--- src/rtl/encap_packet_stream.sv ---
// Slices one DFX word plus its routing header into Aurora-width beats, with a
// two-entry packet buffer (active + hold), downstream backpressure and a last flag.
module encap_packet_stream #(
   parameter int DATA_WIDTH             = 1024,
   parameter int ADDR_WIDTH             = 10,
   parameter int DATA_DFX_WIDTH         = DATA_WIDTH + ADDR_WIDTH,
   parameter int RECOGNIZE_ROUTER_WIDTH = 2,
   parameter int NUMBER_PACKET          = 19,
   parameter int TTL_WIDTH              = 2,
   parameter int SEQ_WIDTH              = $clog2(NUMBER_PACKET),
   parameter int HEADER_WIDTH           = RECOGNIZE_ROUTER_WIDTH + SEQ_WIDTH + TTL_WIDTH,
   parameter int AURORA_DATA_WIDTH      = 64,
   parameter int PAYLOAD_WIDTH          = AURORA_DATA_WIDTH - HEADER_WIDTH,
   parameter int CNT_WIDTH              = 16
) (
   input  logic                         clk,
   input  logic                         rst_n,
   input  logic [DATA_DFX_WIDTH-1:0]    data_dfx_send,
   input  logic [HEADER_WIDTH-1:0]      header_pkt_send,
   input  logic                         arbiter_gnt,
   output logic                         ready_encap_dfx,
   output logic [AURORA_DATA_WIDTH-1:0] data_in_port_0,
   output logic                         data_encap_valid,
   input  logic                         data_encap_ready,
   output logic                         data_encap_last,
   output logic [CNT_WIDTH-1:0]         pkt_sent_cnt
);

   localparam int PAD_WIDTH = NUMBER_PACKET * PAYLOAD_WIDTH;
   localparam logic [SEQ_WIDTH-1:0] LAST_IDX = SEQ_WIDTH'(NUMBER_PACKET - 1);

   generate
      if (PAD_WIDTH < DATA_DFX_WIDTH) begin : g_size_check
         $error("encap_packet_stream: NUMBER_PACKET*PAYLOAD_WIDTH must cover DATA_DFX_WIDTH");
      end
   endgenerate

   logic                              active_busy;
   logic                              hold_full;
   logic [SEQ_WIDTH-1:0]              beat_idx;

   logic [DATA_DFX_WIDTH-1:0]         hold_data_p0;
   logic [RECOGNIZE_ROUTER_WIDTH-1:0] hold_router_p0;
   logic [TTL_WIDTH-1:0]              hold_ttl_p0;

   logic [DATA_DFX_WIDTH-1:0]         act_data_p1;
   logic [RECOGNIZE_ROUTER_WIDTH-1:0] act_router_p1;
   logic [TTL_WIDTH-1:0]              act_ttl_p1;

   logic [RECOGNIZE_ROUTER_WIDTH-1:0] in_router;
   logic [TTL_WIDTH-1:0]              in_ttl;
   logic                              unused_seq;

   logic accept;
   logic last_xfer;
   logic act_free;
   logic load_from_hold;
   logic load_from_in;
   logic load_hold;

   logic [PAD_WIDTH-1:0]     act_pad;
   logic [31:0]              shamt;
   logic [PAYLOAD_WIDTH-1:0] slice;

   // The incoming seq field is regenerated per beat, so it is deliberately dropped.
   assign in_router  = header_pkt_send[HEADER_WIDTH-1 -: RECOGNIZE_ROUTER_WIDTH];
   assign in_ttl     = header_pkt_send[TTL_WIDTH-1:0];
   assign unused_seq = ^header_pkt_send[TTL_WIDTH +: SEQ_WIDTH];

   assign ready_encap_dfx = !hold_full;
   assign accept          = arbiter_gnt && !hold_full;
   assign last_xfer       = active_busy && data_encap_ready && (beat_idx == LAST_IDX);
   // Active slot can take a new packet when empty or when its final beat leaves now.
   assign act_free        = !active_busy || last_xfer;
   assign load_from_hold  = act_free && hold_full;
   assign load_from_in    = act_free && !hold_full && accept;
   assign load_hold       = !act_free && accept;

   always_ff @(posedge clk or negedge rst_n) begin
      if (!rst_n) begin
         active_busy  <= 1'b0;
         hold_full    <= 1'b0;
         beat_idx     <= '0;
         pkt_sent_cnt <= '0;
      end else begin
         if (last_xfer) begin
            pkt_sent_cnt <= pkt_sent_cnt + CNT_WIDTH'(1);
         end
         if (act_free) begin
            active_busy <= hold_full || accept;
            beat_idx    <= '0;
            hold_full   <= 1'b0;
         end else begin
            if (data_encap_ready) begin
               beat_idx <= beat_idx + SEQ_WIDTH'(1);
            end
            if (accept) begin
               hold_full <= 1'b1;
            end
         end
      end
   end

   // Stage p0: hold register, filled only while the active slot is still busy.
   always_ff @(posedge clk) begin
      if (load_hold) begin
         hold_data_p0   <= data_dfx_send;
         hold_router_p0 <= in_router;
         hold_ttl_p0    <= in_ttl;
      end
   end

   // Stage p1: active register, the packet currently being sliced onto the link.
   always_ff @(posedge clk) begin
      if (load_from_hold) begin
         act_data_p1   <= hold_data_p0;
         act_router_p1 <= hold_router_p0;
         act_ttl_p1    <= hold_ttl_p0;
      end else if (load_from_in) begin
         act_data_p1   <= data_dfx_send;
         act_router_p1 <= in_router;
         act_ttl_p1    <= in_ttl;
      end
   end

   // Zero-extending to the full beat span pads the tail of the final beat.
   assign act_pad = PAD_WIDTH'(act_data_p1);
   assign shamt   = 32'(beat_idx) * 32'(PAYLOAD_WIDTH);
   assign slice   = PAYLOAD_WIDTH'(act_pad >> shamt);

   assign data_encap_valid = active_busy;
   assign data_encap_last  = active_busy && (beat_idx == LAST_IDX);
   assign data_in_port_0   = active_busy ? {act_router_p1, beat_idx, act_ttl_p1, slice} : '0;

endmodule
--- config.mk ---
export PLATFORM = sky130hd
export DESIGN_NAME = encap_packet_stream
export DESIGN_NICKNAME = d
export VERILOG_FILES = /design/src/rtl/encap_packet_stream.sv
export SDC_FILE = /design/constraint.sdc
export NUM_CORES = 2
export LEC_CHECK = 0
export ABC_AREA = 1
export CAP_MARGIN = 20
export CORE_UTILIZATION = 25
export DETAILED_ROUTE_END_ITERATION = 10
export GPL_TIMING_DRIVEN = 0
export HOLD_SLACK_MARGIN = 0.15
export PLACE_DENSITY = 0.45
export SYNTH_ARGS = -nofsm -noshare
export SYNTH_HDL_FRONTEND = slang
export SYNTH_SLANG_ARGS = --single-unit
--- constraint.sdc ---
create_clock -name clk -period 117.3 [get_ports clk]
set_clock_uncertainty 0.15 [all_clocks]
set_input_delay 23.46 -clock clk [delete_from_list [all_inputs] [get_ports clk]]
set_output_delay 23.46 -clock clk [all_outputs]
set_load 0.02 [all_outputs]
## Word-level counts from Yosys, hierarchy flattened

Cells that the tools add are included.

| storage, ports and cells | value |
|---|---|
| bits in registers | 2,099 |
| input bits | 1,047 |
| output and inout port bits | 83 |
| word-level logic and storage cells | 42 |

| cells by class | value |
|---|---|
| add/subtract/negate cells | 2 |
| multipliers | 1 |
| equality and inequality tests | 1 |
| shifts and indexed selects | 1 |
| muxes and demuxes | 11 |
| reductions and logical operators | 16 |

Operators by type and width:

| operator | number |
|---|---|
| $mux 1034 | 2 |
| $shr 1034x11->55 | 1 |
| $mux 64 | 1 |
| $add 16x1->16 const B | 1 |
| $mul 5x6->11 const B | 1 |
| $mux 5 | 2 |
| $logic_and 1x1->1 | 8 |
| $mux 2 | 4 |
| $reduce_bool 2->1 | 3 |
| $add 5x1->5 const B | 1 |
| $eq 5x5->1 const B | 1 |
| $logic_not 1->1 | 3 |
| $logic_or 1x1->1 | 2 |
| $mux 1 | 2 |

## Longest topological paths before layout

| depth | value |
|---|---|
| word-level depth | 7 |
| mapped depth | 16 |
| mapped depth without buffers | 9 |

## Worst setup path before layout

Ideal clock, no wire load.

| timing | value |
|---|---|
| path kind | input port to flip-flop |
| start | input data_encap_ready |
| end | register act_data_p1[0] (enable) |
| library setup time | 2.484 ns |
| data arrival time | 67.133 ns |
| data required time | 114.666 ns |
| setup slack | 47.532 ns |
| cell stages on the path | 6 |
| path buffers | 2 |
| path through | nand2_4 > nand2_1 > buf_4 > buf_2 > inv_1 > nor2_1 |

| on the way | value |
|---|---|
| cells in the longest elaborated chain, start to end | 6 |
| elaborated cells between the ends (all ways) | 7 |
| those cells by class | 7 x reduce/logical |

Ends and longest elaborated chain:

| what | line | RTL |
|---|---|---|
| start, declared | 24 | `input logic data_encap_ready,` |
| $logic_and 1x1->1 * (2 in series) | 72 | `assign last_xfer = active_busy && data_encap_ready && (beat_idx == LAST_IDX);` |
| $logic_or 1x1->1 * | 74 | `assign act_free = !active_busy \|\| last_xfer;` |
| $logic_and 1x1->1 (2 in series) | 76 | `assign load_from_in = act_free && !hold_full && accept;` |
| $reduce_bool 2->1 (no source line) * | n/a |  |
| end signal, assigned | 116 | `act_data_p1 <= hold_data_p0;` |
| end signal, assigned | 120 | `act_data_p1 <= data_dfx_send;` |
| end, declared | 46 | `logic [DATA_DFX_WIDTH-1:0] act_data_p1;` |

Every way passes the cells marked *; elsewhere a longest branch is shown, timed or not.
A chain may end at the register's enable or synchronous reset.

## Worst setup path after layout

| timing | value |
|---|---|
| start | register beat_idx[0] |
| end | output data_in_port_0[6] |

| on the way | value |
|---|---|
| cells in the longest elaborated chain, start to end | 3 |

Ends and longest elaborated chain:

| what | line | RTL |
|---|---|---|
| start, declared | 40 | `logic [SEQ_WIDTH-1:0] beat_idx;` |
| start signal, assigned | 95 | `beat_idx <= beat_idx + SEQ_WIDTH'(1);` |
| $mul 5x6->11 | 128 | `assign shamt = 32'(beat_idx) * 32'(PAYLOAD_WIDTH);` |
| $shr 1034x11->55 | 129 | `assign slice = PAYLOAD_WIDTH'(act_pad >> shamt);` |
| $mux 64 | 133 | `assign data_in_port_0 = active_busy ? {act_router_p1, beat_idx, act_ttl_p1, slice} : '0;` |
| end, declared | 22 | `output logic [AURORA_DATA_WIDTH-1:0] data_in_port_0,` |

No other way between the ends.

==> results.md <==
* Status: finished clean
* Nets at 11500
* Origin of the critical flop-to-flop path: beat_idx[0]
* Crit path cell chain: buf_2 > inv_2 > clkbuf_1 > buf_2 > nand2_1 > nand3_1 > nand2_1 > nand2_1 > nand2_1 > o21ai_0 > a21oi_1 > clkdlybuf4s50_1
* Max VDD drop at 0.0107 mV
* Post-CTS Hold Buffers at 0
* Post-synthesis cell area at 0.0911 sq mm
* I/O Buffers at 1124
* GRT Resource Usage Total at 23.4%
* Initial core utilization at 25.1%
* Final Hold Vio Count at 0
* TritonCTS Sinks at 2099
* Worst EP required at 93.69 ns
* CTS tree: done
* Io pins at 1130
* Die Ht at 606 um
* Grt ovf at 0
* Remaining DRCs at 0
* Yosys cell types at 27
* Fin Setup TNS at 0 ns
* CTS clock-pin slew for the worst setup and hold paths at 0.06 ns
* Setup violators final at 0
* Setup bufs post-CTS at 0
* Layout cells sized above 1 at 7.13%
* Worst reg2reg path endpoint: act_data_p1[630]
* Fin. max-slew vios at 0
* Vias at 71800
* Clk buf depth at 4
* WS Path Type: register to output pin
* Setup crit end: data_in_port_0[6]
* Avg Cell Area, Syn at 10.2 sq um
* Post-Syn Nets at 9959
* CP Capture Type: output pin
* CP Max Fanout at 10
* Root buffer cell: clkbuf_16
* Synthesis-to-finish area growth at 30.6%
* Area leader, netlist: edfxtp_1
* Syn. warnings at 0
* Vias/cell at 4.63
* Die ar. at 0.367 sq mm
* TritonRoute pass-1 iters at 5
* Top cell by count, worst path: nand2_1
* Core area at 0.363 sq mm
* Worst Min Path Start: pkt_sent_cnt[14]
* Gpl congestion at 0.908
* Slew headroom at 12.9%
* R2R cell count at 21
* Leak Pwr at 48.3 nW
* Share of the synthesized area in the top cell type at 68.4%
* DP Wirelength at 354000 um
* Worst Setup Start Kind: register
* Initial DRC count at 7614
* CTS H-tree depth at 5
* Power Total at 2.27 mW
* Hold Crit Class: register to register
* Crit path largest cell delay at 0.98 ns
* Minimum clock period at 29.80 ns
* Largest cells by area after synthesis: edfxtp_1 68%, nand2_1 16%, nand3_1 7.8%
* Post-Route WL at 442000 um
* Pwr dens at 19.1 mW/mm^2
* Synthesized instance count at 8909
* Vias in the first global route at 69500
* Data arrival, critical path at 6.19 ns
* Max Fclk at 33.6 MHz
* Initial antenna violation count at 209
* Cts bufs inserted at 269
* Average routed wire per standard cell at 28.5 um
* R2R Setup Slk at 109.34 ns
* Clk Latency, worst-skew pair at 0.91 ns
* Max cap viols at 0
* Post-synthesis sequential area ratio at 69.0%
* CTS-repair resized insts at 0
* Die X-Extent at 606 um
* Final cell count without fillers at 15500
* Critical Path Source: beat_idx[0]
* Final Core Density at 32.8%
* Least-Margin Pin Slew at 1.29 ns
* First-pass GRT wire length at 581000 um
* Antenna viol nets, final at 0
* Period utilization at 25.4%
* # rows at 221
* Unrepaired setup endpoints after global routing: false
* Largest net degree at the start of global routing at 35
* Yosys reg bits at 2099
* Slowest CP cell: o21ai_0
* DP Cell Count at 14900
[cell families after synthesis]
logic type	Yosys count	share of synthesized area, %
and+or+nand+nor	5239	23.6
DFF	2099	69.0
buffers and inverters	1348	6.04
AOI/OAI and AO/OA	203	1.12
xor gates and xnor gates	17	0.163
adders and majority gates	3	0.0412
[cells in the final DEF (no fill, tap or decap), types with 3 or more instances in the layout]
| cell | synthesis | final |
|---|---|---|
| nor3_1 | 4 | 4 |
| clkinv_4 | 0 | 3 |
| buf_4 | 9 | 16 |
| inv_6 | 0 | 7 |
| nand4_1 | 5 | 5 |
| inv_16 | 0 | 5 |
| a21oi_1 | 143 | 143 |
| clkinv_8 | 0 | 9 |
| clkbuf_16 | 0 | 272 |
| buf_12 | 1 | 71 |
| xor2_1 | 11 | 11 |
| edfxtp_1 | 2076 | 2076 |
| dfrtp_1 | 23 | 23 |
| clkinv_1 | 0 | 42 |
| nor2_4 | 2 | 4 |
| clkbuf_2 | 0 | 10 |
| o21ai_0 | 57 | 57 |
| buf_6 | 11 | 11 |
| clkbuf_1 | 250 | 307 |
| xnor2_1 | 6 | 6 |
| nor2_1 | 17 | 13 |
| clkinvlp_4 | 0 | 3 |
| inv_1 | 794 | 794 |
| buf_8 | 0 | 9 |
| clkinv_2 | 0 | 43 |
| inv_2 | 3 | 3 |
| buf_16 | 0 | 14 |
| ha_1 | 3 | 3 |
| nand3_1 | 1428 | 1428 |
| clkdlybuf4s50_1 | 0 | 1123 |
| clkinv_16 | 0 | 5 |
| diode_2 | 0 | 119 |
| bufinv_16 | 0 | 12 |
| nand2_1 | 3778 | 3778 |
| buf_2 | 248 | 250 |
| buf_1 | 32 | 31 |
[report_power, final]
group | switching (mW) | internal (mW)
combinational | 0.450 | 0.149
sequential | 0.00643 | 0.858
clock | 0.347 | 0.457
[worst max-delay path: cells and delay by family (launching register included)]
family          cells  cell delay [ns]
buf+inv             5             2.87
compound gates      2             1.35
simple gates        5             0.65
flops               1             0.37
[cell type report]
cell class	instances	area (sq um)
repair buffers	1224	13200
plain buffers	551	2520
diodes	119	298
fillers	37100	244000
flip-flops and latches	2099	62900
clock inverters	130	1250
clock buffers	340	7070
multi-input cells	5462	22700
well taps	4794	6000
inverters	797	2990
[metal layers]
layer / wire, um / share of wire (%) / track usage [%] / up-vias
met1: 179000 / 41 / 29.6 / 35200
met3: 31000 / 7.0 / 4.05 / 764
met4: 23300 / 5.3 / 12.3 / 62
li1: - / - / - / 32700
met5: 395 / 0.089 / 0 / -
met2: 208000 / 47 / 38.2 / 3040
[sequential cells by signal (all words and copies together) (netlist names), 2 cells and up]
name	count
act_data_p1	1034
hold_ttl_p0	2
pkt_sent_cnt	16
hold_router_p0	2
beat_idx	5
act_router_p1	2
hold_data_p0	1034
act_ttl_p1	2
[how the worst min path moves through the flow]
stage                       end  slack [ns]  cells past startpoint
3_5_place_dp   pkt_sent_cnt[14]        0.34                      1
6_report       pkt_sent_cnt[14]        0.35                      1
3_3_place_gp   pkt_sent_cnt[12]        0.33                      1
4_1_cts        pkt_sent_cnt[14]        0.35                      1
2_1_floorplan    act_data_p1[0]        0.37                      2
5_1_grt        pkt_sent_cnt[14]        0.37                      1
[stage by stage]
step	area, sq um	hold slack (ns)	setup WS, ns
global placement	108000	0.334	19.61
CTS	119000	0.355	87.33
detailed placement	110000	0.343	88.34
finish	119000	0.348	87.50
floorplan	91100	0.374	47.53
global route	119000	0.366	87.49
[cell usage after synthesis, drive strengths merged]
library cell  number
a21oi            143
ha                 3
o21ai             57
clkbuf           250
o22ai              2
nand4              5
nand2           3779
xnor2              6
xor2              11
nor3               6
inv              797
buf              301
dfrtp             23
edfxtp          2076
o211ai             1
nand3           1429
or2                1
nor2              19
(Power assumes the default switching activity.)
